$ cat src/rtl/dac_update_arbiter.sv
// Round-robin scheduler sharing one SPI DAC serializer among NCH sample producers.
// Captures the winning sample, drives enable/din, and follows each transfer through CS.
module dac_update_arbiter #(
    parameter int NCH     = 4,
    parameter int DW      = 12,
    parameter int MIN_GAP = 4,
    parameter int TIMEOUT = 4096
) (
    input  logic                   clk,
    input  logic                   reset,
    input  logic [NCH-1:0]         req,
    input  logic [NCH*DW-1:0]      data,
    output logic [NCH-1:0]         ack,
    output logic                   dac_enable,
    output logic [DW-1:0]          dac_din,
    output logic [$clog2(NCH)-1:0] dac_sel,
    input  logic                   dac_cs,
    output logic                   busy,
    output logic                   done,
    output logic                   err,
    output logic                   err_sticky
);

    localparam int SW = $clog2(NCH);
    localparam int TW = $clog2(TIMEOUT) + 1;
    localparam logic [TW-1:0] TIMER_LAST = TW'(TIMEOUT - 1);
    localparam logic [TW-1:0] GAP_LAST   = TW'(MIN_GAP - 1);

    typedef enum logic [1:0] {
        IDLE,
        WAIT_START,
        WAIT_DONE,
        GAP
    } state_t;

    // CS comes from the serializer's SCLK domain, so it is only used after two flops.
    logic cs_meta;
    logic cs_s;

    always_ff @(posedge clk or posedge reset) begin
        // NOTE: clocked state uses non-blocking assignments so every flop samples pre-edge values.
        if (reset) begin
            cs_meta <= 1'b1;
            cs_s    <= 1'b1;
        end else begin
            cs_meta <= dac_cs;
            cs_s    <= cs_meta;
        end
    end

    logic [DW-1:0] chan_data [NCH];

    for (genvar i = 0; i < NCH; i++) begin : g_chan
        assign chan_data[i] = data[i*DW +: DW];
    end

    state_t        state;
    state_t        state_nx;
    logic [TW-1:0] timer;
    logic [TW-1:0] timer_nx;
    logic [TW-1:0] timer_inc;
    logic [SW-1:0] last;
    logic [SW-1:0] last_nx;
    logic [SW-1:0] winner;
    logic [SW-1:0] cand;
    logic          any_req;

    logic [NCH-1:0] ack_nx;
    logic           enable_nx;
    logic [DW-1:0]  din_nx;
    logic [SW-1:0]  sel_nx;
    logic           busy_nx;
    logic           done_nx;
    logic           err_nx;
    logic           sticky_nx;

    // Search starts just after the previous winner and wraps modulo NCH.
    always_comb begin
        // NOTE: every always_comb output gets a default first so no path can infer a latch.
        winner  = last;
        cand    = last;
        any_req = 1'b0;
        for (int k = 1; k <= NCH; k++) begin
            cand = SW'((int'(last) + k) % NCH);
            if (req[cand] && !any_req) begin
                winner  = cand;
                any_req = 1'b1;
            end
        end
    end

    assign timer_inc = (&timer) ? timer : timer + TW'(1);

    always_comb begin
        state_nx  = state;
        timer_nx  = timer_inc;
        last_nx   = last;
        ack_nx    = '0;
        enable_nx = dac_enable;
        din_nx    = dac_din;
        sel_nx    = dac_sel;
        busy_nx   = busy;
        done_nx   = 1'b0;
        err_nx    = 1'b0;
        sticky_nx = err_sticky;

        case (state)
            IDLE: begin
                if (any_req) begin
                    state_nx  = WAIT_START;
                    timer_nx  = '0;
                    last_nx   = winner;
                    ack_nx    = NCH'(1) << winner;
                    enable_nx = 1'b1;
                    din_nx    = chan_data[winner];
                    sel_nx    = winner;
                    busy_nx   = 1'b1;
                end
            end

            // Enable is held until CS is seen low so a slow SCLK cannot miss it.
            WAIT_START: begin
                if (!cs_s) begin
                    enable_nx = 1'b0;
                    state_nx  = WAIT_DONE;
                    timer_nx  = '0;
                end else if (timer == TIMER_LAST) begin
                    enable_nx = 1'b0;
                    err_nx    = 1'b1;
                    sticky_nx = 1'b1;
                    state_nx  = GAP;
                    timer_nx  = '0;
                end
            end

            WAIT_DONE: begin
                if (cs_s) begin
                    done_nx  = 1'b1;
                    state_nx = GAP;
                    timer_nx = '0;
                end else if (timer == TIMER_LAST) begin
                    err_nx    = 1'b1;
                    sticky_nx = 1'b1;
                    state_nx  = GAP;
                    timer_nx  = '0;
                end
            end

            // The gap lets a just-acknowledged requester drop req before re-arbitration.
            GAP: begin
                if (timer == GAP_LAST) begin
                    state_nx = IDLE;
                    busy_nx  = 1'b0;
                end
            end

            default: begin
                state_nx = IDLE;
            end
        endcase
    end

    always_ff @(posedge clk or posedge reset) begin
        if (reset) begin
            state      <= IDLE;
            timer      <= '0;
            last       <= SW'(NCH - 1);
            ack        <= '0;
            dac_enable <= 1'b0;
            dac_din    <= '0;
            dac_sel    <= '0;
            busy       <= 1'b0;
            done       <= 1'b0;
            err        <= 1'b0;
            err_sticky <= 1'b0;
        end else begin
            state      <= state_nx;
            timer      <= timer_nx;
            last       <= last_nx;
            ack        <= ack_nx;
            dac_enable <= enable_nx;
            dac_din    <= din_nx;
            dac_sel    <= sel_nx;
            busy       <= busy_nx;
            done       <= done_nx;
            err        <= err_nx;
            err_sticky <= sticky_nx;
        end
    end

endmodule

$ cat config.mk
export PLATFORM = sky130hd
export DESIGN_NAME = dac_update_arbiter
export DESIGN_NICKNAME = d
export VERILOG_FILES = /design/src/rtl/dac_update_arbiter.sv
export SDC_FILE = /design/constraint.sdc
export NUM_CORES = 1
export LEC_CHECK = 0
export BUFFER_PORTS_ARGS = -buffer_cell sky130_fd_sc_hd__buf_2
export CAP_MARGIN = 20
export CORE_MARGIN = 3
export CORE_UTILIZATION = 50
export CTS_CLUSTER_DIAMETER = 80
export CTS_CLUSTER_SIZE = 16
export DETAILED_ROUTE_END_ITERATION = 16
export GPL_ROUTABILITY_DRIVEN = 0
export PLACE_DENSITY = 0.83
export RECOVER_POWER = 50
export SYNTH_ARGS = -nofsm -noshare
export SYNTH_HDL_FRONTEND = slang
export SYNTH_SLANG_ARGS = --single-unit
$ cat constraint.sdc
create_clock -name clk -period 5.5 [get_ports clk]
set_clock_uncertainty 0.15 [all_clocks]
set_input_delay 1.1 -clock clk [delete_from_list [all_inputs] [get_ports clk]]
set_output_delay 1.1 -clock clk [all_outputs]
set_load 0.01 [all_outputs]
# ---- Word level (Yosys, flattened, before mapping)
# Cells that the tools add are included.
dict set report op_classes {
  mux 49
  eq_ne 10
  div 0
  reduce_logical 16
  shifts 1
  n_lt_le_gt_ge 5
  n_addsub 5
  mul 0
  n_bitwise 1
}
# op count
set ops {}
lappend ops {{$mux 13} 5}
lappend ops {{$pmux 13 s3} 1}
lappend ops {{$bmux 12 s2} 1}
lappend ops {{$mux 12} 2}
lappend ops {{$mux 1} 20}
lappend ops {{$mux 2} 9}
lappend ops {{$add 13x1->13 const B} 1}
lappend ops {{$eq 13x12->1 const B} 1}
lappend ops {{$eq 13x2->1 const B} 1}
lappend ops {{$reduce_and 13->1} 1}
lappend ops {{$lt 2x3->1 const B} 4}
lappend ops {{$reduce_and 3->1} 3}
lappend ops {{$bmux 1 s2} 4}
lappend ops {{$mux 4} 2}
lappend ops {{$ne 2x2->1 const B} 4}
lappend ops {{$pmux 1 s2} 4}
lappend ops {{$pmux 2 s4} 1}
lappend ops {{$reduce_bool 2->1} 3}
lappend ops {{$add 2x1->2 const B} 2}
lappend ops {{$add 2x2->2 const B} 2}
lappend ops {{$eq 2x2->1 const B} 2}
lappend ops {{$reduce_and 2->1} 2}
lappend ops {{$shl 1x2->4 const A} 1}
lappend ops {{$ge 3x3->1 const B} 1}
lappend ops {{other kinds (6)} 10}
dict set report word_totals {
  memories 0
  ram_bits 0
  ff_bits 42
  latchBits 0
  out_inout_bits 23
  elab_cells 100
  romBits 0
  input_bits 55
}

# ---- Logic depth before layout (Yosys ltp)
# Gate-level depths: netlist of run 1.
dict set report depth {
  ltp_word 17
  mapped_depth 7
  depth_no_buf 6
}

# ---- Worst setup path after synthesis of run 1
# OpenSTA, ideal clock, no wires.
dict set report synth_path {
  kind {in2reg}
  start {input port req[2]}
  end {register dac_din[10]}
  required_time_ns 5.212
  path_slack_ns 3.191
  path_stages 7
  arrival_time_ns 2.021
  cell_sequence {inv_1 -> a22oi_1 -> o221ai_2 -> buf_6 -> buf_8 -> mux2i_1 -> o221ai_1}
}
dict set report synth_between {
  elab_chain_cells 16
}
# item line_no
set synth_rtl {}
lappend synth_rtl {{start: declaration} 11} ;# input logic [NCH-1:0] req,
lappend synth_rtl {{$bmux 1 s2} 85} ;# if (req[cand] && !any_req) begin
lappend synth_rtl {{$mux 1 (not written as such)} 85}
lappend synth_rtl {{$mux 1} 85}
lappend synth_rtl {{$logic_not 1->1} 85}
lappend synth_rtl {{$logic_and 1x1->1} 85}
lappend synth_rtl {{$mux 1} 85}
lappend synth_rtl {{$logic_not 1->1} 85}
lappend synth_rtl {{$logic_and 1x1->1} 85}
lappend synth_rtl {{$mux 1} 85}
lappend synth_rtl {{$logic_not 1->1} 85}
lappend synth_rtl {{$logic_and 1x1->1} 85}
lappend synth_rtl {{$mux 2} 85}
lappend synth_rtl {{$not 2->3 (not written as such)} 115} ;# din_nx = chan_data[winner];
lappend synth_rtl {{$bmux 12 s2} 115}
lappend synth_rtl {{$mux 12 (not written as such) (2 in a row)} 115}
lappend synth_rtl {{end signal: assignment} 182} ;# dac_din <= din_nx;
lappend synth_rtl {{end: declaration} 15} ;# output logic [DW-1:0] dac_din,
# Several ways; a longest one is shown, not always the timed one. The select of a mux whose other input is x is not followed.
# A chain may end at the register's enable or synchronous reset.

==> impl_results.md, run 1 <==
- First-pass GRT wire length: 8293 um
- Worst setup EP type: async pin
- Most frequent cells in the layout: buf_2 (72), dfrtp_1 (38), mux2i_1 (26)
- Die area: 5430 sq um
- PD cells: 205.6 nW/um^2
- Top cells by area, synth: dfrtp_1 (42%), mux2i_1 (11%), dfstp_2 (4.6%)
- H-tree Lvls: 2
- Vias per cell: 5.558
- Fin crit period: between 2 and 3 ns
- Post-CTS setup repair buffer count: 0
- Clk root buf: clkbuf_8
- TritonCTS Buffers: 5
- # DRC: 0
- Clk sinks: 42
- Post_cts resized: 0
- Post-CTS Hold Buffers: 0
- DRT antenna net count: 0
- Yosys cell types: 48
- Failing checks: max-capacitance violations, max-slew violations
- Total power: between 0.5 and 0.6 mW
- Largest net degree at the start of global routing: 43
- Via count: 1912
- Layout net count: 354
- Post-synthesis adder-cell area fraction: 0.03277
- Initial DRC count: 100
- Final setup viols: 0
- CTS tree: yes
- Compound-Gate Fraction of Synth Area: 0.1300
- Initial Utilization: 0.5453
- Peak supply drop: 131.3 uV
- P_leak: around 1.4 nW
- Final Hold Viols: 0
- Worst path max stage delay: 1.55 ns
- Clock Tree Buf Depth: 2
- Post-synthesis net count: 279
- Vias in the first global route: about 1900
- WP data required: 5.31 ns
- Synth area leader: dfrtp_1
- DR WL/cell: roughly 15 um
- Post-synthesis mux area share: 0.1136
- Hold_sp: cs_meta$_DFF_PP1_
- Post-Syn Area: 2291 sq um
- HPWL after DPL: ~3800 um
- Fraction of layout cells with a size suffix above 1: 0.3027
- Final WL: about 5000 um
- RR Startpoint: last[1]$_DFFE_PP1P_
- Area grow syn2layout: 20.32%
- Setup CP Type: input port to async pin
- Actual slew at the worst max-slew pin: 2.176 ns
- Crit path DAT: 2.79 ns
- Ys async rst share: 1.000
- Fmax: 336.1 MHz
- GRT Total Usage: 0.1967
- Die span in x: 73.69 um
- PortBufs: 77
- CP startpoint: reset
- CP cell instances: buf_2, inv_1, clkbuf_1
- Post-synth EDFFs: 0
- Initial antenna violation count: 0
- Most common cell after layout, fill and taps aside: buf_2
- Worst setup SP type: input port
- # rows: 23
- CP max FO: 42
- Mapped Cells: between 200 and 250
- Setup TNS: 0 ns
- Seq cells post-synth: 42
- R2R Setup Slk: 3.11 ns
- Hold Path Class: register to register
- Grt ovf: 0
- Unrepaired setup endpoints after global routing: false
- Reg clk slew, reported paths: around 0.08 ns
- Seq/Total Area, Yosys: 0.4610
- Worst-path cell with the longest stage delay: clkbuf_1
- Core Area: 4202 sq um
- First-pass DRT Iterations: 4
- Number of diodes: 0
- Simple-Gate Fraction of Synth Area: 0.1857
- Dominant synthesized flop cell: dfrtp_1
- Final slew viol count: 43
- Final period utilization: 0.5409
- XOR/XNOR Fraction of Synth Area: 0.03441
- Io pins: 78
- Largest family of logic cells by synthesized area: simple AND/OR/NAND/NOR gates
- Clk_lat worst skew: 0.30 ns
- Synthesized area per cell: 10.51 sq um
- Relative slew margins: -0.4504
- Chip height: roughly 74 um
- Top cell type's share of synthesized area: 0.4151
- Status: finished, violations left
- YS warnings: 0
- # Max-Cap Violations: 1
- Fill cells: 336
[worst max-delay path: cells and delay by family]
family | cells | cell delay [ns]
buffers and inverters | 3 | 1.68
[power by group]
group | switching (mW) | internal, mW | total, mW | leakage [nW]
Clock | 0.113 | 0.0907 | 0.203 | 0.0408
Combinational | 0.0258 | 0.0270 | 0.0528 | 0.836
Sequential | 0.000543 | 0.310 | 0.311 | 0.548
Total | 0.139 | 0.428 | 0.567 | 1.42
[registers in the layout (all words and copies together) (netlist names)]
register,count
ack,4
busy,1
cs_meta,1
cs_s,1
dac_din,12
dac_enable,1
dac_sel,2
done,1
err,1
err_sticky,1
last,2
state,2
timer,13
[cells in the mapped netlist, drive strengths merged (2+ instances only)]
master   n
nor2    22
inv      6
o221ai  13
and4     3
and3     5
mux2i   26
nor4     4
ha       6
nand2b   2
and2     3
nand3b   2
xor2     3
dfstp    4
a21oi    8
a22oi    2
dfrtp   38
nand2   25
a21o     2
and4b    2
buf     10
xnor2    6
nand3    5
nor3     4
[per-layer routing]
metal / vias to the layer above / wire (um) / track usage
li1: 942 / - / -
met1: 919 / 2117 / 0.2383
met2: 43 / 2762 / 0.3425
met3: 8 / 195 / 0.04104
met4: 0 / 75 / 0.07042
met5: - / 0 / 0
[kinds of logic (layout without fill, tap and decap cells)]
family                     count (synthesis)  in the layout
xor gates and xnor gates                   9              9
AOI/OAI and AO/OA                         38             38
and+or+nand+nor                           81             81
buffers and inverters                     16             92
muxes                                     26             26
adders and majority gates                  6              6
DFF                                       42             42
[through the flow]
stage	instance area [sq um]	util	setup slack [ns]	cells	hold WS, ns
after floorplan	2291	-	3.191	218	0.1952
after global placement	2683	0.6385	2.550	336	0.1958
after detailed placement	2683	0.6385	2.471	336	0.2055
after CTS	2775	0.6605	2.802	344	0.2185
after global routing	2756	0.6560	2.064	344	0.2218
final	2756	0.6560	2.525	344	0.2174
[path summary, 6_finish.rpt]
kind,end,cells after the start
max,timer[2]$_DFF_PP0_,3
min,cs_s$_DFF_PP1_,0
max reg2reg,dac_din[5]$_DFFE_PP0P_,4
min reg2reg,cs_s$_DFF_PP1_,0
max in group clk,dac_din[5]$_DFFE_PP0P_,6
min in group asynchronous,timer[10]$_DFF_PP0_,3
[layout make-up]
| cell class | count | area (sq um) | share of cell area |
|---|---|---|---|
| clock buffer | 5 | 68.82 | 0.02497 |
| clock inverter | 3 | 23.77 | 0.008625 |
| inverter | 6 | 22.52 | 0.008171 |
| multi-input combinational | 160 | 1140 | 0.4135 |
| sequential | 42 | 1056 | 0.3831 |
| tap | 50 | 62.56 | 0.02270 |
| timing repair buffer | 78 | 382.9 | 0.1389 |
No activity file was read; power rests on OpenSTA's default activity.
==> run 2, diff against run 1 <==
==> constraint.sdc (replaced) <==
create_clock -name clk -period 2.86 [get_ports clk]
set_clock_uncertainty 0.15 [all_clocks]
set_input_delay 0.572 -clock clk [delete_from_list [all_inputs] [get_ports clk]]
set_output_delay 0.572 -clock clk [all_outputs]
set_load 0.01 [all_outputs]
==> run 2 against run 1 <==
Against the previous run: the flow now finishes without violations; core utilization grew 1.5 points; register-to-register slack lost 2.4 ns; design area grew 2.3%; routed wire length grew 4.7%; first-iteration DRC count grew 40%; non-clock buffer count grew 1; highest routed layer unchanged.
==> impl_results.md, run 2 (synthesis gave the netlist of run 1 again) <==
- Status: complete, no violations
- Post-CTS Hold Buffers: 0 (unchanged)
- Setup TNS: 0 ns (unchanged)
- Worst setup EP type: register
- CTS tree: yes
- Unrepaired setup endpoints after global routing: false
- Most frequent cells in the layout: buf_2 (69), dfrtp_1 (38), mux2i_1 (26)
- NetSw: 0.2576 mW (+85%)
- Chip height: 73.69 um (unchanged)
- TritonCTS Buffers: 5 (unchanged)
- Area grow syn2layout: 23.10%
- H-tree Lvls: 2 (unchanged)
- GRT Total Usage: 0.2037 (+0.006982)
- Final setup viols: 0 (unchanged)
- Actual slew at the worst max-slew pin: 1.025 ns (-1.151 ns)
- Final cell count without fillers: 345 (+0.29%)
- Fraction of layout cells with a size suffix above 1: 0.3051 (+0.002364)
- Power share of the combinational group: 0.081 (-0.012)
- Pre-CTS setup slack: 0.6460 ns (-1.825 ns)
- Vias per cell: 5.745 (+3.4%)
- Hold Path End: cs_s$_DFF_PP1_
- First-pass DRT Iterations: 4 (unchanged)
- PD cells: 453.2 nW/um^2 (+120%)
- Layout net count: 355 (+0.28%)
- Dpl cells: 337 (+0.30%)
- RR Endpoint: dac_din[2]$_DFFE_PP0P_
- Core Area: 4202 sq um (unchanged)
- First-pass GRT wire length: 8556 um (+3.2%)
- # Max-Cap Violations: 0 (-1)
- WP data required: 2.91 ns (-2.40 ns)
- Peak supply drop: 260.9 uV (+99%)
- Fin crit period: 2.155 ns
- Post_cts resized: 0 (unchanged)
- Die area: 5430 sq um (unchanged)
- Clk root buf: clkbuf_8
- Crit path DAT: 2.20 ns (-0.59 ns)
- RR Startpoint: state[0]$_DFFE_PP0P_
- Clk sinks: 42 (unchanged)
- Final WS setup: 0.7048 ns (-1.820 ns)
- Clk_lat worst skew: 0.30 ns (about the same)
- Setup CP Type: register to register
- P_leak: 1.450 nW (+1.9%)
- Worst setup SP type: register
- Largest net degree at the start of global routing: 43 (unchanged)
- R2R Setup Slk: 0.70 ns (-2.41 ns)
- Worst r2r path cells: 5 (+1)
- Fmax: 464.0 MHz
- Hold Path Depth: 0 (unchanged)
- Initial antenna violation count: 0 (unchanged)
- Sw Ratio: 0.2015 (-0.04362)
- Largest register FFs: 13 (unchanged)
- Grt ovf: 0 (unchanged)
- HPWL after DPL: 3949 um (+2.7%)
- Post-route cell area: 2820 sq um (+2.3%)
- Io pins: 78 (unchanged)
- Initial DRC count: 140 (+40%)
- Die span in x: 73.69 um (unchanged)
- Hold Path Class: register to register
- Final WL: 5392 um (+4.7%)
- # DRC: 0 (unchanged)
- Internal power: 1.021 mW (+140%)
- Hold_sp: cs_meta$_DFF_PP1_
- Total power: 1.278 mW (+130%)
- PortBufs: 77 (unchanged)
- DP Area: 2690 sq um (+0.28%)
- Final slew viol count: 0 (-100%)
- DRT antenna net count: 0 (unchanged)
- Leading registers by flop count: timer x13, dac_din x12, ack x4
- Relative slew margins: 0.3167 (+0.7671)
- Reg clk slew, reported paths: 0.08 ns (about the same)
- Final Hold Viols: 0 (unchanged)
- CP max FO: 15 (-64%)
- Most common cell after layout, fill and taps aside: buf_2
- Sequential share of power: 0.467 (-0.081)
- Most flop-heavy register: timer
- Vias in the first global route: 1958 (+3.9%)
- Initial Utilization: 0.5453 (unchanged)
- # rows: 23 (unchanged)
- Clock Tree Buf Depth: 2 (unchanged)
- Via count: 1982 (+3.7%)
- Post-CTS setup repair buffer count: 0 (unchanged)
- Clock share of power: 0.452 (+0.093)
- Number of diodes: 0 (unchanged)
- DR WL/cell: 15.63 um (+4.4%)
- Final period utilization: 0.7536
## run 2: cell types whose count changed in the layout (fill, tap and decap cells not counted), sizes merged
cell	delta
buf	-2
bufinv	+2
clkinvlp	-2
clkbuf	+4
inv	-1
## run 2: how the worst max path moves through the flow
stage	start	endpoint	depth (start not counted)
after floorplan	last[1]$_DFFE_PP1P_	dac_din[10]$_DFFE_PP0P_	7
after global placement	req[1]	last[0]$_DFFE_PP1P_	5
after detailed placement	req[1]	last[0]$_DFFE_PP1P_	5
after CTS	state[0]$_DFFE_PP0P_	dac_din[2]$_DFFE_PP0P_	5
after global routing	state[0]$_DFFE_PP0P_	dac_din[11]$_DFFE_PP0P_	5
final	state[0]$_DFFE_PP0P_	dac_din[2]$_DFFE_PP0P_	5
## run 2: metal layers
layer | share of wire | GRT usage
met1 | 0.40 | 0.2290
met2 | 0.54 | 0.3642
met3 | 0.038 | 0.03830
met4 | 0.018 | 0.1006
met5 | 0 | 0
## run 2: final cells by class
cell class | count | area (sq um)
Clock inverter | 2 | 60.06
Tap cell | 50 | 62.56
Sequential cell | 42 | 1056
Fill cell | 342 | 1381
Inverter | 6 | 22.52
Timing Repair Buffer | 79 | 387.9
Clock buffer | 6 | 82.58
Multi-Input combinational cell | 160 | 1149
## run 2: worst max-delay path, stage by stage (launching register included)
cell      delay (ns)
dfrtp_1         0.43
inv_1           0.15
ha_1            0.28
nor2b_1         0.35
nand2_1         0.40
o221ai_1        0.30
## run 2: power by group through the flow
stage	sequential (mW)	combinational (mW)	clock, mW
after floorplan	0.608	0.0589	0
final	0.597	0.104	0.577
after CTS	0.597	0.105	0.590
after global placement	0.609	0.102	0
after detailed placement	0.609	0.105	0
after global routing	0.597	0.114	0.606
## run 2: per-stage QoR
stage	hold WS, ns	utilization
after global routing	0.2153	0.6712
after CTS	0.2062	0.6742
final	0.2020	0.6712
after floorplan	0.1952	-
after detailed placement	0.1973	0.6403
after global placement	0.1966	0.6403
==> run 3, diff against run 2 <==
--- a/config.mk
+++ b/config.mk
@@ -8,12 +8,12 @@
 export BUFFER_PORTS_ARGS = -buffer_cell sky130_fd_sc_hd__buf_2
 export CAP_MARGIN = 20
 export CORE_MARGIN = 3
-export CORE_UTILIZATION = 50
+export CORE_UTILIZATION = 45
 export CTS_CLUSTER_DIAMETER = 80
 export CTS_CLUSTER_SIZE = 16
 export DETAILED_ROUTE_END_ITERATION = 16
 export GPL_ROUTABILITY_DRIVEN = 0
-export PLACE_DENSITY = 0.83
+export PLACE_DENSITY = 0.79
 export RECOVER_POWER = 50
 export SYNTH_ARGS = -nofsm -noshare
 export SYNTH_HDL_FRONTEND = slang
==> constraint.sdc (replaced) <==
create_clock -name clk -period 1.9 [get_ports clk]
set_clock_uncertainty 0.15 [all_clocks]
set_input_delay 0.38 -clock clk [delete_from_list [all_inputs] [get_ports clk]]
set_output_delay 0.38 -clock clk [all_outputs]
set_load 0.01 [all_outputs]
==> run 3 against run 2 <==
Against the previous run: maximum frequency is 18% higher; sequential share of layout area fell by 1.9 points; routed wire length decreased by 2.2%; first-iteration DRC count is 27% lower; clock power is 1% higher; die area grew 10%; final cell count rose by 8.7%; critical endpoint is now dac_din[11]$_DFFE_PP0P_; highest routed layer unchanged.
==> impl_results.md, run 3 (synthesis gave the netlist of run 1 again) <==
- # DRC: 0 (unchanged)
- Die area: 5983 sq um (+10%)
- Leading registers by flop count: timer x13, dac_din x12, ack x4
- Final Hold Viols: 0 (unchanged)
- Final WL: 5271 um (-2.2%)
- Total power: 1.645 mW (+29%)
- Worst r2r path cells: 5 (unchanged)
- Status: complete, no violations
- CP max FO: 29 (+14)
- Post-route cell area: 2968 sq um (+5.2%)
- Layout net count: 368 (+3.7%)
- Initial Utilization: 0.4756 (-0.06968)
- H-tree Lvls: 2 (unchanged)
- First-pass DRT Iterations: 4 (unchanged)
- Most common cell after layout, fill and taps aside: buf_2
- Initial antenna violation count: 0 (unchanged)
- R2R Setup Slk: 0.07 ns (-0.63 ns)
- Post-Route Utilization: 0.6161 (-0.05513)
- HPWL after DPL: 3916 um (-0.85%)
- CTS tree: yes
- DP Area: 2851 sq um (+6.0%)
- Unrepaired setup endpoints after global routing: false
- Clock Tree Buf Depth: 2 (unchanged)
- DR WL/cell: 14.06 um (-10%)
- P_leak: 1.520 nW (+4.8%)
- Largest register FFs: 13 (unchanged)
- TritonCTS Buffers: 5 (unchanged)
- Clock share of power: 0.356 (-0.096)
- Sw Ratio: 0.2257 (+0.02417)
- DRT antenna net count: 0 (unchanged)
- Vias per cell: 5.315 (-7.5%)
- Final setup viols: 0 (unchanged)
- Relative slew margins: 0.3379 (+0.02129)
- WP data required: 1.91 ns (-1.00 ns)
- Crit path DAT: 1.84 ns (-0.36 ns)
- Initial DRC count: 102 (-27%)
- Vias in the first global route: 1918 (-2.0%)
- Die span in x: 77.35 um (+5.0%)
- Final slew viol count: 0 (unchanged)
- Peak supply drop: 374.3 uV (+43%)
- Sequential share of power: 0.547 (+0.080)
- Most frequent cells in the layout: buf_2 (70), dfrtp_1 (38), nand2_1 (25), mux2i_1 (25), nor2_1 (21)
- Chip height: 77.35 um (+5.0%)
- Setup CP Type: register to register
- Largest net degree at the start of global routing: 43 (unchanged)
- Via count: 1993 (+0.55%)
- PD cells: 554.1 nW/um^2 (+22%)
- GRT Total Usage: 0.1794 (-0.02426)
- Internal power: 1.273 mW (+25%)
- Grt ovf: 0 (unchanged)
- Hold Path Class: input port to register
- RR Startpoint: last[1]$_DFFE_PP1P_
- Core Area: 4817 sq um (+15%)
- Most flop-heavy register: timer
- Clk_lat worst skew: 0.29 ns (about the same)
- Number of diodes: 0 (unchanged)
- # Max-Cap Violations: 0 (unchanged)
- Hold Path End: cs_meta$_DFF_PP1_
- Power share of the combinational group: 0.098 (+0.017)
- Hold_sp: dac_cs
- Clk root buf: clkbuf_8
- PortBufs: 77 (unchanged)
- Final period utilization: 0.9618 (+0.2082)
- Reg clk slew, reported paths: 0.08 ns (about the same)
- Fmax: 547.2 MHz (+18%)
- Hold Path Depth: 1 (+1)
- # rows: 25 (+8.7%)
- Area grow syn2layout: 29.55%
- Fin crit period: 1.827 ns (-0.3278 ns)
- Actual slew at the worst max-slew pin: 0.9931 ns (-0.03193 ns)
- First-pass GRT wire length: 8783 um (+2.7%)
- Worst setup EP type: register
- RR Endpoint: dac_din[11]$_DFFE_PP0P_
- Worst setup SP type: register
- Clk sinks: 42 (unchanged)
- Post-CTS Hold Buffers: 0 (unchanged)
- NetSw: 0.3712 mW (+44%)
- Setup TNS: 0 ns (unchanged)
- Io pins: 78 (unchanged)
- Fraction of layout cells with a size suffix above 1: 0.3604 (+0.05530)
- CP startpoint: last[1]$_DFFE_PP1P_
run 3: cell types whose count changed in the layout (fill, tap and decap cells not counted), sizes merged:
cell / previous run / this run
bufinv: 2 / 0
clkinv: 0 / 1
buf: 70 / 84
run 3: worst max path at each step:
stage / end / slack, ns / cells after the start
floorplan: dac_din[10]$_DFFE_PP0P_ / 0.09 / 7
global placement: timer[9]$_DFF_PP0_ / 0.09 / 6
detailed placement: timer[4]$_DFF_PP0_ / 0.01 / 6
CTS: timer[4]$_DFF_PP0_ / 0.003 / 6
global route: dac_din[11]$_DFFE_PP0P_ / 0.001 / 5
finish: dac_din[11]$_DFFE_PP0P_ / 0.07 / 5
run 3: through the flow:
stage / setup slack (ns) / std cells / hold WS [ns]
floorplan: 0.09308 / 218 / 0.1952
global placement: 0.09423 / 366 / 0.1963
detailed placement: 0.01368 / 366 / 0.1975
CTS: 0.002730 / 374 / 0.02464
global route: 0.001365 / 375 / 0.01929
finish: 0.07259 / 375 / 0.02886
run 3: layout make-up:
class | count | area [sq um]
fillers | 425 | 1849
multi-input cells | 160 | 1177
flip-flops and latches | 42 | 1056
repair buffers | 92 | 536.8
clock buffers | 7 | 86.33
well taps | 67 | 83.83
inverters | 6 | 22.52
clock inverters | 1 | 5.005
run 3: critical path, cell delays in order (launching register included):
cell and delay (ns):
dfstp_2 0.57, a22oi_1 0.12, o221ai_4 0.21, buf_12 0.24, mux2i_1 0.26, o221ai_1 0.14
run 3: repair_timing:
item                       4_1_cts  5_1_grt
setup endpoints to repair        0       21
setup buffers                    0        1
resized for setup                0        9
run 3: routing by layer:
metal,part of all wire,vias up,GRT usage
met5,0,-,0
met4,0.016,0,0.06762
met3,0.037,10,0.04176
met2,0.50,40,0.2936
met1,0.44,972,0.2313
li1,-,971,-
run 3: power by group through the flow:
stage	registers (mW)	logic [mW]	clock network [mW]
finish	0.899	0.161	0.585
global route	0.899	0.178	0.636
CTS	0.899	0.162	0.598
detailed placement	0.916	0.162	0
global placement	0.916	0.159	0
floorplan	0.916	0.0887	0
